## src/rtl/alarm_clock_multi.sv

```systemverilog
`default_nettype none
// ============================================================================
// Module      : alarm_clock_multi
// Description : Multi-channel alarm clock controller. Any armed channel whose
//               request is active starts a ringing episode; the user may
//               snooze (bounded count, fixed interval), get up, or let the
//               alarm lapse into AWAKE_IN_BED. day_clr starts a new day.
//               Optional snooze feature is enabled by macro ALARM_SNOOZE_EN;
//               without it the snooze input is ignored and snooze_cnt is 0.
// Ports       : clk        - clock, all state changes on posedge
//               reset      - asynchronous reset, active low
//               alarm_in   - per-channel alarm request (level)
//               alarm_mask - per-channel arm enable (1 = armed)
//               weekday    - working day, forces get-up from AWAKE_IN_BED
//               snooze     - snooze button
//               get_up     - user-up button
//               day_clr    - synchronous return to ASLEEP
//               alarm_out  - ringing indication (Moore)
//               state      - current state code
//               alarm_src  - channels that started the current episode
//               snooze_cnt - snoozes used in the current episode
// Revision    : 1.0 - initial release
// ============================================================================
module alarm_clock_multi #(
    parameter int N_ALARMS      = 4,
    parameter int SNOOZE_CYCLES = 8,
    parameter int MAX_SNOOZE    = 3,
    parameter int CNT_W         = 4
) (
    input  logic                clk,
    input  logic                reset,
    input  logic [N_ALARMS-1:0] alarm_in,
    input  logic [N_ALARMS-1:0] alarm_mask,
    input  logic                weekday,
    input  logic                snooze,
    input  logic                get_up,
    input  logic                day_clr,
    output logic                alarm_out,
    output logic [2:0]          state,
    output logic [N_ALARMS-1:0] alarm_src,
    output logic [CNT_W-1:0]    snooze_cnt
);

    // State codes are part of the external interface (visible on 'state').
    localparam logic [2:0] c_ASLEEP       = 3'd0;
    localparam logic [2:0] c_RINGING      = 3'd1;
    localparam logic [2:0] c_AWAKE_IN_BED = 3'd3;
    localparam logic [2:0] c_AWAKE_AND_UP = 3'd4;

    logic [2:0]          r_state;
    logic [2:0]          w_state_nxt;
    logic [N_ALARMS-1:0] r_alarm_src;
    logic [N_ALARMS-1:0] w_alarm_src_nxt;
    logic [N_ALARMS-1:0] w_hits;
    logic                w_hit;

    // Only armed channels can influence the controller.
    assign w_hits = alarm_in & alarm_mask;
    assign w_hit  = |w_hits;

`ifdef ALARM_SNOOZE_EN
    localparam logic [2:0]       c_SNOOZING   = 3'd2;
    // Timer is loaded with SNOOZE_CYCLES-1 and re-rings on the edge after it
    // reaches zero, giving exactly SNOOZE_CYCLES quiet cycles.
    localparam logic [CNT_W-1:0] c_TIMER_LOAD = CNT_W'(SNOOZE_CYCLES - 1);
    localparam logic [CNT_W-1:0] c_MAX_SNOOZE = CNT_W'(MAX_SNOOZE);

    logic [CNT_W-1:0] r_timer;
    logic [CNT_W-1:0] w_timer_nxt;
    logic [CNT_W-1:0] r_snooze_cnt;
    logic [CNT_W-1:0] w_snooze_cnt_nxt;
`else
    // Snooze feature absent: these inputs/parameters have no function.
    logic w_unused_snooze;
    assign w_unused_snooze = ^{snooze, CNT_W'(SNOOZE_CYCLES), CNT_W'(MAX_SNOOZE)};
`endif

    // ------------------------------------------------------------------
    // State register
    // ------------------------------------------------------------------
    always_ff @(posedge clk or negedge reset) begin
        if (!reset) begin
            r_state      <= c_ASLEEP;
            r_alarm_src  <= '0;
`ifdef ALARM_SNOOZE_EN
            r_timer      <= '0;
            r_snooze_cnt <= '0;
`endif
        end else begin
            r_state      <= w_state_nxt;
            r_alarm_src  <= w_alarm_src_nxt;
`ifdef ALARM_SNOOZE_EN
            r_timer      <= w_timer_nxt;
            r_snooze_cnt <= w_snooze_cnt_nxt;
`endif
        end
    end

    // ------------------------------------------------------------------
    // Next-state logic
    // ------------------------------------------------------------------
    always_comb begin
        w_state_nxt      = r_state;
        w_alarm_src_nxt  = r_alarm_src;
`ifdef ALARM_SNOOZE_EN
        w_timer_nxt      = r_timer;
        w_snooze_cnt_nxt = r_snooze_cnt;
`endif
        if (day_clr) begin
            // New day overrides everything and drops all episode context.
            w_state_nxt      = c_ASLEEP;
            w_alarm_src_nxt  = '0;
`ifdef ALARM_SNOOZE_EN
            w_timer_nxt      = '0;
            w_snooze_cnt_nxt = '0;
`endif
        end else begin
            case (r_state)
                c_ASLEEP: begin
                    if (w_hit) begin
                        w_state_nxt      = c_RINGING;
                        w_alarm_src_nxt  = w_hits;
`ifdef ALARM_SNOOZE_EN
                        w_snooze_cnt_nxt = '0;
`endif
                    end
                end
                c_RINGING: begin
                    if (get_up) begin
                        w_state_nxt = c_AWAKE_AND_UP;
`ifdef ALARM_SNOOZE_EN
                    end else if (snooze && (r_snooze_cnt < c_MAX_SNOOZE)) begin
                        // Saturating: a snooze at the limit falls through.
                        w_state_nxt      = c_SNOOZING;
                        w_timer_nxt      = c_TIMER_LOAD;
                        w_snooze_cnt_nxt = r_snooze_cnt + CNT_W'(1);
`endif
                    end else if (!w_hit) begin
                        w_state_nxt = c_AWAKE_IN_BED;
                    end
                end
`ifdef ALARM_SNOOZE_EN
                c_SNOOZING: begin
                    // Alarm requests are deliberately ignored while snoozing.
                    if (get_up) begin
                        w_state_nxt = c_AWAKE_AND_UP;
                    end else if (r_timer == '0) begin
                        w_state_nxt = c_RINGING;
                    end else begin
                        w_timer_nxt = r_timer - CNT_W'(1);
                    end
                end
`endif
                c_AWAKE_IN_BED: begin
                    if (weekday) begin
                        w_state_nxt = c_AWAKE_AND_UP;
                    end else if (w_hit) begin
                        // Re-ring keeps source bitmap and snooze budget.
                        w_state_nxt = c_RINGING;
                    end
                end
                c_AWAKE_AND_UP: begin
                    w_state_nxt = c_AWAKE_AND_UP;
                end
                default: begin
                    // Illegal codes recover to ASLEEP on the next edge.
                    w_state_nxt = c_ASLEEP;
                end
            endcase
        end
    end

    // ------------------------------------------------------------------
    // Outputs (decoded from registers only)
    // ------------------------------------------------------------------
    assign alarm_out = (r_state == c_RINGING);
    assign state     = r_state;
    assign alarm_src = r_alarm_src;
`ifdef ALARM_SNOOZE_EN
    assign snooze_cnt = r_snooze_cnt;
`else
    assign snooze_cnt = '0;
`endif

endmodule
`default_nettype wire

```

## config.mk

```make
export PLATFORM = sky130hd
export DESIGN_NAME = alarm_clock_multi
export DESIGN_NICKNAME = d
export VERILOG_FILES = /design/src/rtl/alarm_clock_multi.sv
export SDC_FILE = /design/constraint.sdc
export NUM_CORES = 1
export LEC_CHECK = 0
export ABC_AREA = 0
export BUFFER_PORTS_ARGS = -buffer_cell sky130_fd_sc_hd__clkbuf_2
export CORE_AREA = 2 2 39 41
export CTS_BUF_LIST = sky130_fd_sc_hd__clkbuf_16
export DETAILED_ROUTE_END_ITERATION = 10
export DIE_AREA = 0 0 41 43
export GPL_ROUTABILITY_DRIVEN = 0
export SKIP_CTS_REPAIR_TIMING = 1
export SLEW_MARGIN = 15
export SYNTH_ARGS = -nofsm -noshare
export SYNTH_HDL_FRONTEND = slang
export SYNTH_SLANG_ARGS = --single-unit
```

## constraint.sdc

```tcl
create_clock -name clk -period 3.55 [get_ports clk]
set_input_delay 0.1775 -clock clk [delete_from_list [all_inputs] [get_ports clk]]
set_output_delay 0.1775 -clock clk [all_outputs]
set_load 0.1 [all_outputs]
```

Yosys cells after proc, flatten, opt, wreduce, memory -nomap -nowiden:

Index checks and enable logic that the tools add are counted.

* add/sub/neg operators: 0
* multiply operators: 0
* divide/modulo/power cells: 0
* magnitude comparators: 0
* equality and inequality tests: 4
* shift-type cells: 0
* muxes and demuxes: 9
* bitwise logic cells: 1
* reduce and logical (&&, ||, !) cells: 5

Operator list (number)
* 3-bit 2-to-1 mux: 5
* 4-bit 2-to-1 mux: 3
* 3-bit case mux with 4 select lines: 1
* 4-bit AND: 1
* 4-bit inequality test (second input constant): 1
* 2-bit nonzero test: 2
* 4-bit OR reduction: 1
* 3-bit by 1-bit equality test with 1-bit output (second input constant): 1
* 3-bit by 2-bit equality test with 1-bit output (second input constant): 1
* 3-bit equality test (second input constant): 1
* 3-bit zero test: 1
* 2-bit AND reduction: 1

* register bits after elaboration: 7
* latch bits: 0
* RAM bits: 0
* memory bits (read-only): 0
* bits of input ports: 14
* output and inout port bits: 12
* logic and storage cells: 21
* memories: 0

Longest topological paths before layout:

Gate-level depths: netlist of run 1.

* depth after elaboration: 6
* depth in mapped cells: 4
* depth with buffers taken out: 4

Least setup slack after synthesis of run 1:

No wires, ideal clock.

* path type: flip-flop to flip-flop
* start: reg r_state[0], in the netlist state[0]
* end: reg r_state[2], in the netlist state[2]
* setup time: 0.208 ns
* arrival: 2.724 ns
* required time: 3.342 ns
* path slack: 0.618 ns
* stages on the path, launching flop included: 4
* buffers on the path: 0
* period minus slack after synthesis: 2.932 ns
* cell sequence: dfrtp_1 -> nand2b_1 -> nor2_1 -> a311oi_1

* longest elaborated chain between the ends: 3
* elaborated cells on any way between the ends: 7
* classes of those cells: eq/ne (4); mux (2); reduce/logical (1)

Ends and longest elaborated chain
* start: declaration: line 50 `logic [2:0] r_state;`
* start signal: assignment: line 83 `r_state <= c_ASLEEP;`
* start signal: assignment: line 90 `r_state <= w_state_nxt;`
* 3-bit by 1-bit equality test with 1-bit output *
* named net alarm_out: line 38 `output logic alarm_out,`
* 3-bit case mux with 4 select lines: line 118 `case (r_state)`
* 3-bit 2-to-1 mux: line 109 `if (day_clr) begin`

Mark *: on every way through the listed nets, which the timed path passes. The rest lies on a longest branch.
A chain may end at the register's enable or synchronous reset.

Final worst setup path of run 1:

* start: reg r_state[2], in the netlist state[2]
* end: out alarm_out

* longest elaborated chain between the ends: 1

Ends and longest elaborated chain
* 3-bit by 1-bit equality test with 1-bit output: line 176 `assign alarm_out = (r_state == c_RINGING);`
* end: declaration: line 38

No other way between the ends.

==> reports/qor_table.md, run 1 <==
| Step | Result | Reported |
|---|---|---|
| synthesis | Count leader, synth | dfrtp_1 |
| synthesis | Area fraction of the dominant cell type after synthesis | 42.2% |
| clock tree | Buffers from clock root to sink, at most | 2 |
| die | DIE WIDTH | 41 um |
| clock tree | Number of clock sinks | 7 |
| synthesis | Avg Inst Size Synth | 9.23 sq um |
| place | Dpl cells | 80 |
| timing | Final Critical Period | 1640 ps |
| worst setup path | Worst EP arrival | 1460 ps |
| worst hold path | Hold worst-path end | alarm_src[3]$_DFFE_PN0P_ |
| synthesis | Most instantiated flip-flop cell in the synthesis netlist | dfrtp_1 |
| die | Starting density of the core | 30.0% |
| routing | Antenna-violating nets left | 0 |
| routing | Number of detailed-routing iterations run before antenna repair | 3 |
| worst setup path | Slack of the worst reg-to-reg path | 2110 ps |
| routing | Average wire per standard cell | 9.98 um |
| timing | Number of hold-slack violations in the final timing report | 0 |
| cells and area | Multi-input logic area | 218 sq um |
| synthesis | List of most frequent post-synthesis cells | 7 x dfrtp_1, 5 x a21oi_1, 5 x nand2b_1, 5 x nand3_1, 4 x buf_4 |
| synthesis | Biggest area contributors in the synthesized netlist | dfrtp_1 42%, nand2b_1 7.5%, buf_4 7.2%, a21oi_1 6.0%, nand3_1 6.0% |
| clock tree | CTS Root Buffer Type | clkbuf_16 |
| synthesis | Synth Warn # | 0 |
| global route | Number of global-route vias before repair | 373 |
| synthesis | Share of synthesized registers carrying an async set or reset | 100% |
| routing | Starting DRC count in detailed routing | 12 |
| global route | Antenna violations before repair | 0 |
| timing | Fin. max-slew vios | 0 |
| synthesis | Register area share after synthesis | 42.2% |
| synthesis | Number of synthesized register bits | 7 |
| power | Clk pwr share | 42.6% |
| worst setup path | Worst reg2reg path startpoint | state[1]$_DFFE_PN0P_ |
| die | DIE AREA | 1760 sq um |
| worst hold path | Worst hold start | alarm_mask[3] |
| die | Num rows | 14 |
| timing | Final setup violation count | 0 |
| global route | Total global-route track usage | 12.0% |
| power | Internal cell power | 269 uW |
| global route | Largest net degree at the start of global routing | 10 |
| worst setup path | R2r endpoint | alarm_src[0]$_DFFE_PN0P_ |
| status | Run status | completed |
| run | Max-capacitance violation count | 0 |
| clock tree | Reg clk slew, reported paths | 40 ps |
| worst setup path | Worst Setup End Kind | output port |
| worst hold path | HP Class | input port to flop |
| power | Net switching share of the total power | 38.1% |
| cells and area | Number of diodes | 0 |
| routing | Detailed-route wire length | 848 um |
| routing | DRC violations left | 0 |
| worst setup path | Worst setup path class | flop to output port |
| cells and area | Area growth syn-to-layout | 45.8% |
| die | Boundary pin count | 26 |
| global route | Wire length of the first global-routing pass | 1460 um |
| synthesis | Mapped Area | 415 sq um |
| routing | Avg Vias per Cell | 4.52 |
| timing | Unrepaired setup endpoints after global routing | false |
| die | Die H | 43 um |
| power | Max IR drop VDD | 385 uV |
| synthesis | Library cell occupying the most area in the post-synthesis netlist | dfrtp_1 |
| cells and area | Final-layout fill cell count | 146 |
| global route | Overflow left after global routing | 0 |
| timing | Peak clock frequency supported by timing | 610 MHz |
| synthesis | EDFF count, synth | 0 |
| worst setup path | CP required | 3370 ps |
| worst setup path | Highest net fanout along the worst path | 5 |
| worst hold path | Worst hold path cell count | 3 |
| timing | Final clock period utilization by the worst path | 46.2% |
| cells and area | Ratio of cells with drive above 1 in the final layout | 36.2% |
| cells and area | Number of nets at the end of the flow | 84 |
| place | Count of port buffers added during placement | 20 |
| timing | Post-route setup TNS | 0 ps |
| power | Seq pwr share | 21.6% |
| power | Share of total power in combinational logic | 35.8% |
| routing | Via count | 384 |
| clock tree | Clock latency reported for the late side of the worst-skew pair | 230 ps |
| timing | Worst max-slew margin expressed relative to the limit | 63.7% |
| power | PD cells | 718 nW/um^2 |
| timing | Least-Margin Pin Slew | 547 ps |
| clock tree | TritonCTS clock tree | yes |
| die | Core footprint | 1380 sq um |
| cells and area | Storage cell area | 175 sq um |
| timing | Clk_skew | 1.85 ps |
| clock tree | Number of H-tree levels | 1 |
| cells and area | Number of non-filler instances in the completed layout | 85 |
| power | Net switching power of the design | 166 uW |
| power | Leakage power | 0.000305 uW |
| worst setup path | Reg2reg path depth | 4 |
| worst setup path | Startpoint type of the worst setup path | flop |
| synthesis | Number of library cell types mapped by synthesis | 19 |
| synthesis | Gate count of the mapped netlist | 45 |
| clock tree | Inserted Clock Buffers | 3 |
==> worst max path at each step <==
stage / slack (ps) / end / start
after global routing: 1810 / alarm_out / state[2]$_DFFE_PN0P_
after floorplan: 620 / state[2]$_DFFE_PN0P_ / state[0]$_DFFE_PN0P_
final: 1910 / alarm_out / state[2]$_DFFE_PN0P_
after global placement: 2120 / state[0]$_DFFE_PN0P_ / state[1]$_DFFE_PN0P_
after detailed placement: 2110 / state[0]$_DFFE_PN0P_ / state[1]$_DFFE_PN0P_
after CTS: 1900 / alarm_out / state[2]$_DFFE_PN0P_
==> logic make-up (layout without fill, tap and decap cells) <==
group                  after synthesis  after routing  share of synthesized area, %
AND/OR/NAND/NOR                     20             20                          26.2
buffers and inverters                5             26                          8.13
AO/OA/AOI/OAI                       12             12                          22.6
flip-flops                           7              7                          42.2
other                                1              4                         0.903
==> area by class of cell <==
class | instances | share of cell area [%]
Timing Repair Buffer | 21 | 18.2
Multi-Input combinational cell | 36 | 36.0
Inverter | 1 | 0.620
Clock buffer | 3 | 12.4
Sequential cell | 7 | 28.9
Clock inverter | 1 | 0.620
Tap cell | 16 | 3.31
==> cell usage in the layout (no fill, tap or decap), drive strengths merged <==
master	synthesis	final
a21oi	5	5
a22oi	1	1
a311oi	1	1
a31oi	1	1
clkbuf	0	23
conb	1	4
dfrtp	7	7
dlygate4sd3	0	1
inv	1	2
nand2	3	3
nand2b	5	5
nand3	5	5
nor2	3	3
nor2b	2	2
nor4	1	1
o21ai	1	1
o21ba	1	1
o21bai	1	1
o22a	1	1
or3	1	1
==> flip-flops by register name, summed over array words and instances (netlist names) <==
signal     cells
alarm_src      4
state          3
==> critical path, cell delays in order, from the launching register on <==
cell      delay [ps]
dfrtp_1          400
nand2b_1         200
nor2_1           150
clkbuf_2         480
==> metrics by stage <==
stage	power (uW)	util [%]	hold slack, ps	area, sq um	setup slack, ps
finish	435	43.8	192	606	1910
global route	454	43.8	205	606	1810
CTS	439	43.0	-211	596	1900
detailed placement	251	37.3	29.7	517	2110
global placement	250	37.3	26.9	517	2120
floorplan	227	-	-118	427	618
==> power groups by stage <==
stage / Sequential, uW / Combinational, uW / Clock (uW)
floorplan: 145 / 81.8 / 0
global route: 95.1 / 165 / 194
CTS: 94.0 / 156 / 189
finish: 93.8 / 156 / 185
detailed placement: 94.8 / 156 / 0
global placement: 94.6 / 155 / 0
==> metal layers <==
layer | routed length [um] | global-route usage, % | share of wire [%] | up-vias
met2 | 367 | 16.3 | 43 | 19
met5 | 0 | 0 | 0 | -
li1 | - | - | - | 198
met1 | 407 | 17.9 | 48 | 167
met3 | 73 | 1.57 | 8.6 | 0
met4 | 0 | 6.00 | 0 | 0
No activity file was read; power rests on OpenSTA's default activity.
==> run 2: changes to the inputs <==
==> constraint.sdc (replaced) <==
create_clock -name clk -period 1.35 [get_ports clk]
set_input_delay 0.0675 -clock clk [delete_from_list [all_inputs] [get_ports clk]]
set_output_delay 0.0675 -clock clk [all_outputs]
set_load 0.1 [all_outputs]
==> reports/qor_table.md, run 2 (synthesized netlist as in run 1, its figures left out) <==
| Step | Result | Reported |
|---|---|---|
| status | Run status | finished, violations left |
| status | Violated checks | negative setup slack |
| global route | Total global-route track usage | 14.2% |
| worst setup path | Highest net fanout along the worst path | 4 |
| die | Boundary pin count | 26 |
| global route | Number of global-route vias before repair | 392 |
| clock tree | Inserted Clock Buffers | 3 |
| run | Max-capacitance violation count | 0 |
| routing | Via count | 429 |
| global route | Wire length of the first global-routing pass | 1610 um |
| cells and area | Number of diodes | 0 |
| cells and area | Number of nets at the end of the flow | 91 |
| routing | Average wire per standard cell | 11.6 um |
| routing | Starting DRC count in detailed routing | 3 |
| global route | Antenna violations before repair | 0 |
| timing | Least-Margin Pin Slew | 541 ps |
| clock tree | Reg clk slew, reported paths | 40 ps |
| die | Die H | 43 um |
| worst setup path | Worst EP arrival | 1550 ps |
| worst setup path | Worst setup path class | flop to flop |
| worst setup path | Startpoint type of the worst setup path | flop |
| worst hold path | HP Class | input port to flop |
| clock tree | Buffers from clock root to sink, at most | 2 |
| routing | Avg Vias per Cell | 4.66 |
| power | Leakage power | 0.000348 uW |
| timing | Final clock period utilization by the worst path | 106% |
| timing | Clk_skew | 0.522 ps |
| worst setup path | Max incr delay on CP | 460 ps |
| clock tree | Number of H-tree levels | 1 |
| place | Count of port buffers added during placement | 20 |
| clock tree | TritonCTS clock tree | yes |
| timing | Number of hold-slack violations in the final timing report | 0 |
| timing | Peak clock frequency supported by timing | 697 MHz |
| cells and area | Area growth syn-to-layout | 78.9% |
| cells and area | Most frequent cells in the layout | 16 x clkbuf_2, 7 x buf_4, 5 x nand3_1 |
| global route | Largest net degree at the start of global routing | 10 |
| worst setup path | CP required | 1470 ps |
| global route | Overflow left after global routing | 0 |
| routing | Detailed-route wire length | 1070 um |
| power | Max IR drop VDD | 1210 uV |
| timing | Fin. max-slew vios | 0 |
| routing | DRC violations left | 0 |
| timing | Final setup violation count | 5 |
| clock tree | CTS Root Buffer Type | clkbuf_16 |
| die | Num rows | 14 |
| cells and area | Ratio of cells with drive above 1 in the final layout | 55.3% |
| timing | Post-route setup TNS | -319 ps |
| timing | Unrepaired setup endpoints after global routing | true |
| timing | Smallest setup slack after layout | -85.5 ps |
| worst setup path | Worst Setup End Kind | flop |
| clock tree | Number of clock sinks | 7 |
| timing | Worst max-slew margin expressed relative to the limit | 64.1% |
| cells and area | Fraction of the core area covered by cells at the end of the flow | 53.7% |
| routing | Number of detailed-routing iterations run before antenna repair | 4 |
| routing | Antenna-violating nets left | 0 |
| die | DIE WIDTH | 41 um |
| timing | Final Critical Period | 1440 ps |
| cells and area | Final-layout fill cell count | 136 |
| die | Core footprint | 1380 sq um |
| power | PD cells | 1740 nW/um^2 |
| cells and area | Number of flip-flops under the largest register name | 4 |
| cells and area | Most common library cell in the layout ignoring fill and taps | clkbuf_2 |
| worst setup path | Crit-path slowest cell | dfrtp_4 |
| die | DIE AREA | 1760 sq um |
| die | Starting density of the core | 30.0% |
| worst setup path | CP Cell Sequence | or3_4, a31oi_2, nand2b_1, a21oi_2 |
| clock tree | Clock latency reported for the late side of the worst-skew pair | 230 ps |
-- run 2: cell count changes in the layout (fill, tap and decap cells not counted), sizes merged --
cell    previous run  this run
a31oi              1         2
buf                0        10
clkbuf            23        19
-- run 2: power breakdown --
part           leakage (uW)  total [uW]  internal (uW)  switching (uW)
registers         0.0000899         247            235            12.0
logic              0.000216         541            183             359
clock network     0.0000423         501            386             116
total              0.000348        1290            803             486
-- run 2: worst paths after layout --
check	start	to	slack, ps	depth (start not counted)
worst max-delay path	state[1]$_DFFE_PN0P_	alarm_src[2]$_DFFE_PN0P_	-90	4
worst min-delay path	day_clr	alarm_src[2]$_DFFE_PN0P_	80	2
worst max register to register	state[1]$_DFFE_PN0P_	alarm_src[2]$_DFFE_PN0P_	-90	4
worst min register to register	alarm_src[3]$_DFFE_PN0P_	alarm_src[3]$_DFFE_PN0P_	530	2
max in group asynchronous	reset	state[1]$_DFFE_PN0P_	960	2
min in group asynchronous	reset	state[2]$_DFFE_PN0P_	200	2
-- run 2: metrics by stage --
step	hold WS [ps]	cells	worst slack [ps]	cell area, sq um	power [uW]
finish	81.0	92	-85.5	743	1290
global route	85.6	92	-141	743	1340
global placement	-85.2	83	-67.7	588	724
detailed placement	-84.6	83	-105	588	727
floorplan	-228	48	-315	453	621
CTS	-329	87	-118	667	1230
-- run 2: worst max-delay path, delay by kind of cell, from the launching register on --
kind / cells / cell delay (ps)
compound gates: 2 / 290
simple gates: 2 / 570
flops: 1 / 460
-- run 2: cell type report --
cell class	count	area [sq um]	area share (%)
clock buffer	3	75.1	10.1
clock inverter	1	3.75	0.505
inverter	1	3.75	0.505
multi-input combinational	37	269	36.2
sequential	7	186	25.1
tap	16	20.0	2.69
timing repair buffer	27	185	24.9
-- run 2: layer usage --
| metal | wire length, um | share of wire [%] | up-vias | track usage [%] |
|---|---|---|---|---|
| met2 | 490 | 46 | 18 | 19.7 |
| met3 | 68 | 6.4 | 4 | 3.14 |
| met4 | 42 | 3.9 | 0 | 14.0 |
| met5 | 0 | 0 | - | 0 |
| li1 | - | - | 216 | - |
| met1 | 464 | 44 | 191 | 16.6 |
==> run 3: changes to the inputs <==
--- a/config.mk
+++ b/config.mk
@@ -7,6 +7,7 @@
 export LEC_CHECK = 0
 export ABC_AREA = 0
 export BUFFER_PORTS_ARGS = -buffer_cell sky130_fd_sc_hd__clkbuf_2
+export CAP_MARGIN = 20
 export CORE_AREA = 2 2 39 41
 export CTS_BUF_LIST = sky130_fd_sc_hd__clkbuf_16
 export DETAILED_ROUTE_END_ITERATION = 10
==> constraint.sdc (replaced) <==
create_clock -name clk -period 1.6 [get_ports clk]
set_input_delay 0.08 -clock clk [delete_from_list [all_inputs] [get_ports clk]]
set_output_delay 0.08 -clock clk [all_outputs]
set_load 0.1 [all_outputs]
==> reports/qor_table.md, run 3 (synthesized netlist as in run 1, its figures left out) <==
| Step | Result | Reported |
|---|---|---|
| timing | Worst max-slew margin expressed relative to the limit | 64.1% |
| timing | Peak clock frequency supported by timing | 668 MHz |
| clock tree | Number of H-tree levels | 1 |
| worst setup path | R2r endpoint | state[0]$_DFFE_PN0P_ |
| place | Count of port buffers added during placement | 20 |
| timing | Final Critical Period | 1500 ps |
| power | Clk pwr share | 40.8% |
| worst setup path | CP required | 1750 ps |
| worst setup path | Slack of the worst reg-to-reg path | 100 ps |
| timing | Clk_skew | 0.304 ps |
| place | Half-perimeter wire length after placement | 732 um |
| cells and area | Area growth syn-to-layout | 57.5% |
| cells and area | Most frequent cells in the layout | 19 x clkbuf_2, 5 x nand3_1, 5 x a21oi_1 |
| routing | Via count | 396 |
| clock tree | Number of clock sinks | 7 |
| routing | DRC violations left | 0 |
| power | Share of total power in combinational logic | 37.8% |
| clock tree | Reg clk slew, reported paths | 40 ps |
| power | Internal cell power | 629 uW |
| worst setup path | Highest net fanout along the worst path | 9 |
| power | Seq pwr share | 21.4% |
| die | Starting density of the core | 30.0% |
| cells and area | Most common library cell in the layout ignoring fill and taps | clkbuf_2 |
| worst hold path | Hold worst-path end | alarm_src[1]$_DFFE_PN0P_ |
| cells and area | Storage cell area | 186 sq um |
| timing | Least-Margin Pin Slew | 541 ps |
| run | Max-capacitance violation count | 0 |
| global route | Total global-route track usage | 12.7% |
| global route | Number of global-route vias before repair | 369 |
| place | Dpl cells | 81 |
| cells and area | Ratio of cells with drive above 1 in the final layout | 44.3% |
| die | DIE AREA | 1760 sq um |
| cells and area | Number of nets at the end of the flow | 85 |
| die | Die H | 43 um |
| routing | Number of detailed-routing iterations run before antenna repair | 2 |
| die | Boundary pin count | 26 |
| cells and area | Number of flip-flops under the largest register name | 4 |
| place | Standard cell area after detailed placement | 566 sq um |
| die | Num rows | 14 |
| worst setup path | Worst EP arrival | 1650 ps |
| routing | Detailed-route wire length | 922 um |
| routing | Starting DRC count in detailed routing | 3 |
| timing | Fin. max-slew vios | 0 |
| worst hold path | Worst hold start | alarm_mask[1] |
| global route | Antenna violations before repair | 0 |
| power | Leakage power | 0.000311 uW |
| clock tree | Clock latency reported for the late side of the worst-skew pair | 230 ps |
| worst setup path | Worst reg2reg path startpoint | state[0]$_DFFE_PN0P_ |
| power | Net switching power of the design | 380 uW |
| timing | Number of hold-slack violations in the final timing report | 0 |
| die | DIE WIDTH | 41 um |
| worst setup path | Worst setup path class | flop to flop |
| worst setup path | Startpoint type of the worst setup path | flop |
| cells and area | Multi-input logic area | 233 sq um |
| power | Max IR drop VDD | 1280 uV |
| clock tree | Buffers from clock root to sink, at most | 2 |
| timing | Final clock period utilization by the worst path | 93.6% |
| worst hold path | HP Class | input port to flop |
| worst hold path | Worst hold path cell count | 3 |
| worst setup path | Reg2reg path depth | 4 |
| clock tree | Inserted Clock Buffers | 3 |
| timing | Final setup violation count | 0 |
| cells and area | Number of non-filler instances in the completed layout | 86 |
| cells and area | Final-layout fill cell count | 140 |
| cells and area | Final design area excluding fillers | 654 sq um |
| routing | Avg Vias per Cell | 4.60 |
| power | PD cells | 1540 nW/um^2 |
| worst setup path | Worst Setup End Kind | flop |
| global route | Overflow left after global routing | 0 |
| status | Run status | completed |
| routing | Antenna-violating nets left | 0 |
| die | Core footprint | 1380 sq um |
| clock tree | CTS Root Buffer Type | clkbuf_16 |
| cells and area | Number of diodes | 0 |
| power | Net switching share of the total power | 37.7% |
| timing | Unrepaired setup endpoints after global routing | false |
| clock tree | TritonCTS clock tree | yes |
| global route | Wire length of the first global-routing pass | 1520 um |
| routing | Average wire per standard cell | 10.7 um |
| global route | Largest net degree at the start of global routing | 10 |
==> run 3: cell count changes in the layout (fill, tap and decap cells not counted), sizes merged <==
cell,previous run,this run
buf,10,2
a31oi,2,1
clkbuf,19,22
==> run 3: power groups by stage <==
| stage | registers [uW] | clock network (uW) | logic, uW |
|---|---|---|---|
| 2_1_floorplan | 331 | 0 | 193 |
| 3_3_place_gp | 217 | 0 | 379 |
| 3_5_place_dp | 218 | 0 | 381 |
| 4_1_cts | 216 | 419 | 381 |
| 5_1_grt | 218 | 435 | 402 |
| 6_report | 216 | 412 | 382 |
==> run 3: worst max path at each step <==
stage,start,end,slack [ps],cells after the start
floorplan,state[2]$_DFFE_PN0P_,state[2]$_DFFE_PN0P_,-60,3
global placement,state[0]$_DFFE_PN0P_,state[0]$_DFFE_PN0P_,130,4
detailed placement,state[0]$_DFFE_PN0P_,state[0]$_DFFE_PN0P_,100,4
CTS,state[0]$_DFFE_PN0P_,state[0]$_DFFE_PN0P_,90,4
global route,state[0]$_DFFE_PN0P_,alarm_src[3]$_DFFE_PN0P_,20,4
finish,state[0]$_DFFE_PN0P_,state[0]$_DFFE_PN0P_,100,4
==> run 3: critical path, cell delays in order, from the launching register on <==
cell,delay [ps]
dfrtp_4,500
or3_4,390
a31oi_4,260
o21ba_1,200
nor2_1,80
==> run 3: routing by layer <==
layer	part of all wire [%]	GRT usage, %	wire, um	vias up
met5	0	0	0	-
met4	0	4.00	0	0
met3	7.0	4.71	65	0
met2	46	17.8	423	15
met1	47	17.7	434	181
li1	-	-	-	200
==> run 3: layout make-up <==
| cell class | instances | share of cell area, % |
|---|---|---|
| clock buffers | 3 | 11.5 |
| clock inverters | 1 | 0.574 |
| inverters | 1 | 0.574 |
| multi-input cells | 36 | 35.6 |
| flip-flops and latches | 7 | 28.5 |
| well taps | 16 | 3.06 |
| repair buffers | 22 | 20.3 |
==> run 3: through the flow <==
stage / utilization (%) / worst slack, ps / hold WS [ps] / power [uW] / setup TNS [ps]
2_1_floorplan: - / -64.8 / -216 / 524 / -64.8
3_5_place_dp: 40.9 / 102 / -71.0 / 599 / 0
5_1_grt: 47.3 / 15.8 / 127 / 1060 / 0
3_3_place_gp: 40.9 / 129 / -70.5 / 596 / 0
4_1_cts: 46.6 / 92.7 / -309 / 1020 / 0
6_report: 47.3 / 102 / 97.3 / 1010 / 0
